<file path="src/rtl/mod_counter_pkg.sv">
// Shared types and defaults for the modulus counter.
package mod_counter_pkg;
    typedef enum logic {MODE_WRAP = 1'b0, MODE_SAT = 1'b1} mode_e;
    localparam int DEFAULT_WIDTH = 4;
endpackage

</file>
<file path="src/rtl/mod_counter_next.sv">
// Combinational next-count computation for one enabled count cycle.
// Reports whether the result wrapped or clipped, and whether the step was illegal.
module mod_counter_next
    import mod_counter_pkg::*;
#(
    parameter int WIDTH = DEFAULT_WIDTH
) (
    input  logic [WIDTH-1:0] count,
    input  logic [WIDTH-1:0] step,
    input  logic [WIDTH-1:0] limit,
    input  mode_e            mode,
    input  logic             up_down,
    output logic [WIDTH-1:0] next,
    output logic             wrap,
    output logic             illegal
);
    logic [WIDTH:0] sum;

    always_comb begin
        next    = count;
        wrap    = 1'b0;
        illegal = 1'b0;
        sum     = {1'b0, count} + {1'b0, step};
        if (step > limit) begin
            illegal = 1'b1;
        end else if (up_down) begin
            if (sum <= {1'b0, limit}) begin
                next = sum[WIDTH-1:0];
            end else begin
                wrap = 1'b1;
                // ~limit == -(limit+1) mod 2^WIDTH; wrapped results lie in 0..limit,
                // so WIDTH-bit modular arithmetic yields them exactly.
                next = (mode == MODE_SAT) ? limit : (count + step + ~limit);
            end
        end else begin
            if (step <= count) begin
                next = count - step;
            end else begin
                wrap = 1'b1;
                next = (mode == MODE_SAT) ? '0 : (count - (step + ~limit));
            end
        end
    end
endmodule

</file>
<file path="src/rtl/mod_counter.sv">
// Up/down modulus counter with wrap/saturate mode, terminal pulse and step-error pulse.
// Optional sticky terminal flag enabled by defining MOD_COUNTER_STICKY_EN.
module mod_counter
    import mod_counter_pkg::*;
#(
    parameter int WIDTH = DEFAULT_WIDTH
) (
    input  logic             clk,
    input  logic             rst,
`ifdef MOD_COUNTER_STICKY_EN
    input  logic             sticky_clr,
    output logic             sticky_tc,
`endif
    input  logic             load,
    input  logic [WIDTH-1:0] data_load,
    input  logic             ce,
    input  logic             up_down,
    input  logic [WIDTH-1:0] step,
    input  logic [WIDTH-1:0] limit,
    input  logic             mode,
    output logic [WIDTH-1:0] count_out,
    output logic             max_count,
    output logic             zero,
    output logic             tc,
    output logic             step_err
);
    logic [WIDTH-1:0] count_reg, count_next, arith_next;
    logic             tc_reg, tc_next, step_err_reg, step_err_next;
    logic             arith_wrap, arith_illegal;

    mod_counter_next #(.WIDTH(WIDTH)) u_next (
        .count   (count_reg),
        .step    (step),
        .limit   (limit),
        .mode    (mode_e'(mode)),
        .up_down (up_down),
        .next    (arith_next),
        .wrap    (arith_wrap),
        .illegal (arith_illegal)
    );

    always_comb begin
        count_next    = count_reg;
        tc_next       = 1'b0;
        step_err_next = 1'b0;
        if (load) begin
            count_next = (data_load > limit) ? limit : data_load;
        end else if (count_reg > limit) begin
            // limit was lowered below the current count
            count_next = limit;
            tc_next    = 1'b1;
        end else if (ce) begin
            count_next    = arith_next;
            tc_next       = arith_wrap;
            step_err_next = arith_illegal;
        end
    end

    always_ff @(posedge clk) begin
        if (rst) begin
            count_reg    <= '0;
            tc_reg       <= 1'b0;
            step_err_reg <= 1'b0;
        end else begin
            count_reg    <= count_next;
            tc_reg       <= tc_next;
            step_err_reg <= step_err_next;
        end
    end

`ifdef MOD_COUNTER_STICKY_EN
    logic sticky_reg;

    always_ff @(posedge clk) begin
        if (rst)
            sticky_reg <= 1'b0;
        else if (tc_next)
            sticky_reg <= 1'b1;
        else if (sticky_clr)
            sticky_reg <= 1'b0;
    end

    assign sticky_tc = sticky_reg;
`endif

    assign count_out = count_reg;
    assign tc        = tc_reg;
    assign step_err  = step_err_reg;
    assign max_count = (count_reg == limit);
    assign zero      = (count_reg == '0);
endmodule

</file>
<file path="config.mk">
export PLATFORM = sky130hd
export DESIGN_NAME = mod_counter
export DESIGN_NICKNAME = d
export VERILOG_FILES = /design/src/rtl/mod_counter_pkg.sv /design/src/rtl/mod_counter_next.sv /design/src/rtl/mod_counter.sv
export SDC_FILE = /design/constraint.sdc
export NUM_CORES = 1
export LEC_CHECK = 0
export ABC_AREA = 1
export CAP_MARGIN = 10
export CORE_UTILIZATION = 50
export DETAILED_ROUTE_END_ITERATION = 8
export PLACE_DENSITY = 0.74
export SLEW_MARGIN = 20
export SYNTH_ARGS = -nofsm -noshare
export SYNTH_HDL_FRONTEND = slang
export SYNTH_HIERARCHICAL = 1
export SYNTH_SLANG_ARGS = --single-unit
</file>
<file path="constraint.sdc">
create_clock -name clk -period 4 [get_ports clk]
set_input_delay 0.8 -clock clk [delete_from_list [all_inputs] [get_ports clk]]
set_output_delay 0.8 -clock clk [all_outputs]
set_load 0.005 [all_outputs]
</file>
Yosys cells after proc, flatten, opt, wreduce, memory -nomap -nowiden. Index checks and enable logic that the tools add are counted.

Output and inout bits: 8. Word-level logic and storage cells: 40. Input port bits: 18. Register bits: 6.

Equal/unequal tests: 2. Reductions and logical operators: 5. $add $sub $neg: 6. Order comparisons: 5. Multiplexer cells: 17. Bitwise operators: 2.

Operators with widths (count): 2-to-1 mux 4 bit (10); adder 4 bit (3); > comparator 4 bit (3); subtractor 4 bit (2); 2-to-1 mux 1 bit (7); adder 4 x 4 -> 5 bit (1); less-or-equal comparator 5 x 4 -> 1 bit (1); == test 4 bit (1); less-or-equal comparator 4 bit (1); zero test 4 bit (1); inverter 4 bit (1); OR reduction 4 bit (1); != test 3 bit (second input constant) (1); nonzero test 3 bit (1); AND reduction 2 bit (1); OR reduction 2 bit (1); inverter 1 bit (1).

Logic depth before layout (Yosys ltp).
Depth after elaboration: 10. Gate-level depth with buffers: 27. Mapped depth without buffers: 26.

Hierarchy. The synthesis kept the hierarchy.

By module, submodules not included: mod_counter_next (instances 1, sequential area each 0.0 um^2, area an instance 1194.9 um^2, cells an instance 179); mod_counter (instances 1, sequential area each 120.1 um^2, area an instance 651.9 um^2, cells an instance 110).

Worst setup path before layout. Ideal clock, no wire load.

Path kind: input to register. Start point: input step[2]. End point: register count_reg[1] (netlist: count_out[1]). Setup slack: 0.914 ns. Buffers on the path: 1. Setup time: 0.109 ns. Stages on the path: 25. Arrival time: 2.977 ns. Data required time: 3.891 ns. Path through: inv_1 > ha_1 > buf_4 > nor2_1 > nand2_1 > nand2_1 > nand2_1 > nand2_1 > inv_1 > ha_1 > nand2_1 > nand2_1 > nor2_1 > nand2_2 > nand2_2 > nand2_4 > or2_0 > nand3_2 > a21oi_2 > inv_1 > nand2_1 > nand3_1 > nand3_1 > nand2_1 > inv_1.

Word-level cells in the longest chain between the ends: 8. Elaborated cells on any way between the ends: 13. Those cells by class: add/sub (1); order compare (3); eq/ne (1); mux (7); reduce/logical (1).

RTL lines: from (decl) (RTL line mod_counter.sv:18) `input logic [WIDTH-1:0] step,`; adder 4 x 4 -> 5 bit (RTL line mod_counter_next.sv:23) `sum = {1'b0, count} + {1'b0, step};`; less-or-equal comparator 5 x 4 -> 1 bit (RTL line mod_counter_next.sv:27) `if (sum <= {1'b0, limit}) begin`; 2-to-1 mux 4 bit (RTL line mod_counter_next.sv:27); 2-to-1 mux 4 bit * (RTL line mod_counter_next.sv:26) `end else if (up_down) begin`; 2-to-1 mux 4 bit * (RTL line mod_counter_next.sv:24) `if (step > limit) begin`; net arith_next[1] (RTL line mod_counter.sv:27) `logic [WIDTH-1:0] count_reg, count_next, arith_next;`; 2-to-1 mux 4 bit * (RTL line mod_counter.sv:52) `end else if (ce) begin`; 2-to-1 mux 4 bit * (RTL line mod_counter.sv:48) `end else if (count_reg > limit) begin`; 2-to-1 mux 4 bit * (RTL line mod_counter.sv:46) `if (load) begin`; to (signal assigned) (RTL line mod_counter.sv:65) `count_reg <= count_next;`; to (decl) (RTL line mod_counter.sv:27).

Mark *: on every way through the listed nets, which the timed path passes. The rest lies on a longest branch. The select of a mux whose other input is x is not followed. A chain may end at the register's enable or synchronous reset.

Worst setup path after layout.
Start point: input step[2]. End point: register count_reg[2] (netlist: count_out[2]).

Word-level cells in the longest chain between the ends: 9. Elaborated cells on any way between the ends: 20. Those cells by class: add/sub (6); order compare (3); eq/ne (1); mux (9); reduce/logical (1).

RTL lines (RTL line): adder 4 bit (on tied branches) (mod_counter_next.sv:40, mod_counter_next.sv:33); subtractor 4 bit / adder 4 bit (equally long branches) (mod_counter_next.sv:40, mod_counter_next.sv:33); 2-to-1 mux 4 bit (on tied branches) (mod_counter_next.sv:40, mod_counter_next.sv:33); 2-to-1 mux 4 bit (on tied branches) (mod_counter_next.sv:36, mod_counter_next.sv:27); 2-to-1 mux 4 bit * (mod_counter_next.sv:26); 2-to-1 mux 4 bit * (mod_counter_next.sv:24); net arith_next[2] (mod_counter.sv:27); 2-to-1 mux 4 bit * (mod_counter.sv:52); 2-to-1 mux 4 bit * (mod_counter.sv:48); 2-to-1 mux 4 bit * (mod_counter.sv:46).

Marks and branches as above.

==> metrics.txt <==
mapped cell area 0.00185 mm^2; post-detailed-route count of antenna-violating nets 0; final WL 4580 um; Syn-to-layout area delta 19.7%; port buffer count 25; CTS Buffer Depth 2; GP Congestion 0.938; startpoint types input port; syn_nets 348; drt pass-1 iters 4; Worst VDD drop 120 uV; Die W about 63 um; Worst R2R Path Depth 23; CP endpoint count_out[2]; R2R Path End count_out[2]; placed cell areas 0.00217 mm^2; Worst Path Max Fanout 8; flop-to-flop setup slack 970 ps; GR Util All Layers 25.0%; status completed; # diodes 0; max reg flops 4; final setup vio count 0; LEAKAGE approximately 1.2 nW; Nets 380; Clock Latency Late Sink 220 ps; Worst Skew 0.459 ps; largest net degree at the start of global routing 14; Tot Pwr between 0.0007 and 0.0008 W; Max Cap Viol 0; CTS tree done; # fillers 343; RSZ-0062 raised after global routing no; Seq cells post-synth 6; Final Max Slew Viols 0; crit path from step[2]; Setup Crit Path Kind input port to flop; Peak Freq 274 MHz; power per cell area 332 mW/mm^2; Core ar. 0.00344 mm^2; Synth Warn # 6; vias per std cell 5.12; synth unique cells 29; Final Critical Period 3640 ps; synthesized instance count between 200 and 300; worst hold-check path type flop to flop; most frequent cells in the layout 68 x nand2_1, 57 x inv_1, 38 x nand3_1, 31 x ha_1, 25 x clkdlybuf4s50_1; Die Ht about 63 um; Vias 1870; post-layout instance area 0.00221 mm^2; CTS H-tree depth 1; Hold Vio Cnt, Final 0; cts repair resizes 0; grt ovf 0; Clock Sinks 6; cts bufs inserted 3; commonest non-fill, non-tap cell in the layout nand2_1; Die Area 0.00394 mm^2; Slew headroom 62.2%; Final TNS setup 0 ps; root buffer cell clkbuf_8; buffer count from post-CTS setup fixing 0; multi-input logic area 0.00146 mm^2; initial antenna violation count 0; Worst-path clk slew 40 ps; # IOs 26; first-pass GRT wire length 7870 um; CP required 4170 ps; First DRT Iteration DRCs 124; Avg WL per Cell ~13 um; Worst-Margin Slew 566 ps; hold buffers post-CTS 0; CP arrival 3820 ps; vias in the first global route 1721; Core Rows 21; sequential area share after synthesis 6.50%; R2R Path Start count_out[2]; Starting Density 53.7%; synthesized area per cell 6.39 um^2; post-DP HPWL 3820 um; fraction of layout cells with a size suffix above 1 10.0%; fin crit share 91.1%; FF/Latch Area 120 um^2; crit end category flop; Remaining DRCs 0
## cell usage after synthesis (all sizes together)
cell    number  share of area [%]
o211ai       1               0.41
clkinv       1               0.20
a211oi       1               0.41
nor2        19                4.0
buf          1               0.41
fa          10                 11
nand2b       1               0.34
inv         68                 14
xor2         2               0.95
nor4         1               0.34
nand4        9                3.0
nand3       42                 12
a32oi        1                1.5
o21ai        4                1.7
or2          1               0.34
nand2       74                 16
nand3b       3                1.2
a21oi       12                3.7
dfxtp        6                6.5
ha          31                 21
xnor2        1               0.47
## area by class of cell
type | count | area share [%]
repair buffers | 28 | 12.3
multi-input cells | 213 | 66.0
well taps | 46 | 2.60
inverters | 69 | 11.7
flip-flops and latches | 6 | 5.43
clock buffers | 3 | 1.87
## how the worst min path moves through the flow
stage | end | from | cells past startpoint
2_1_floorplan | count_out[0] | count_out[0] | 6
3_3_place_gp | count_out[0] | count_out[0] | 6
3_5_place_dp | count_out[0] | count_out[0] | 6
4_1_cts | count_out[0] | count_out[0] | 6
5_1_grt | count_out[0] | count_out[0] | 6
6_report | count_out[0] | count_out[0] | 6
## report_power, final
part	switching (W)	internal [W]
combinational	0.000324	0.000226
clock	0.0000283	0.0000649
sequential	0.0000224	0.0000692
## per-layer routing
layer / vias to the layer above / wire length (um) / GRT usage, %
met5: - / 0 / 0
met4: 0 / 12 / 3.78
met3: 2 / 305 / 2.37
met2: 63 / 2040 / 39.5
met1: 833 / 2220 / 37.0
li1: 972 / - / -
## critical path: stages
cell             delay, ps
clkdlybuf4s50_1        470
inv_1                  100
ha_1                   460
inv_2                   80
a21oi_1                170
nand3_1                 90
nand2_1                100
inv_1                   50
ha_1                   310
nand2_1                 90
nand2_1                 50
nor2_1                 120
nand2_2                 60
nand2_2                 90
nand2_4                 80
nand3_1                 80
nand3_1                 70
a21oi_1                170
inv_1                   50
nand2_1                 60
nand3_1                 70
nand3_1                100
nand2_1                 60
inv_1                   40
## stage by stage
stage / setup slack, ps / hold slack, ps / std cells / utilization [%]
CTS: 381 / 841 / 365 / 64.2
global placement: 246 / 821 / 362 / 63.0
finish: 356 / 838 / 365 / 64.2
global route: 94.2 / 913 / 365 / 64.2
detailed placement: 152 / 823 / 362 / 63.0
floorplan: 914 / 708 / 289 / -
## logic make-up (layout without fill, tap and decap cells)
family,count (synthesis),in the layout,synth area share [%]
buffers and inverters,70,100,14.4
DFF,6,6,6.50
and+or+nand+nor,150,150,38.1
adders and majority gates,41,41,31.8
AOI/OAI and AO/OA,19,19,7.66
xor gates and xnor gates,3,3,1.42
(Power assumes the default switching activity.)
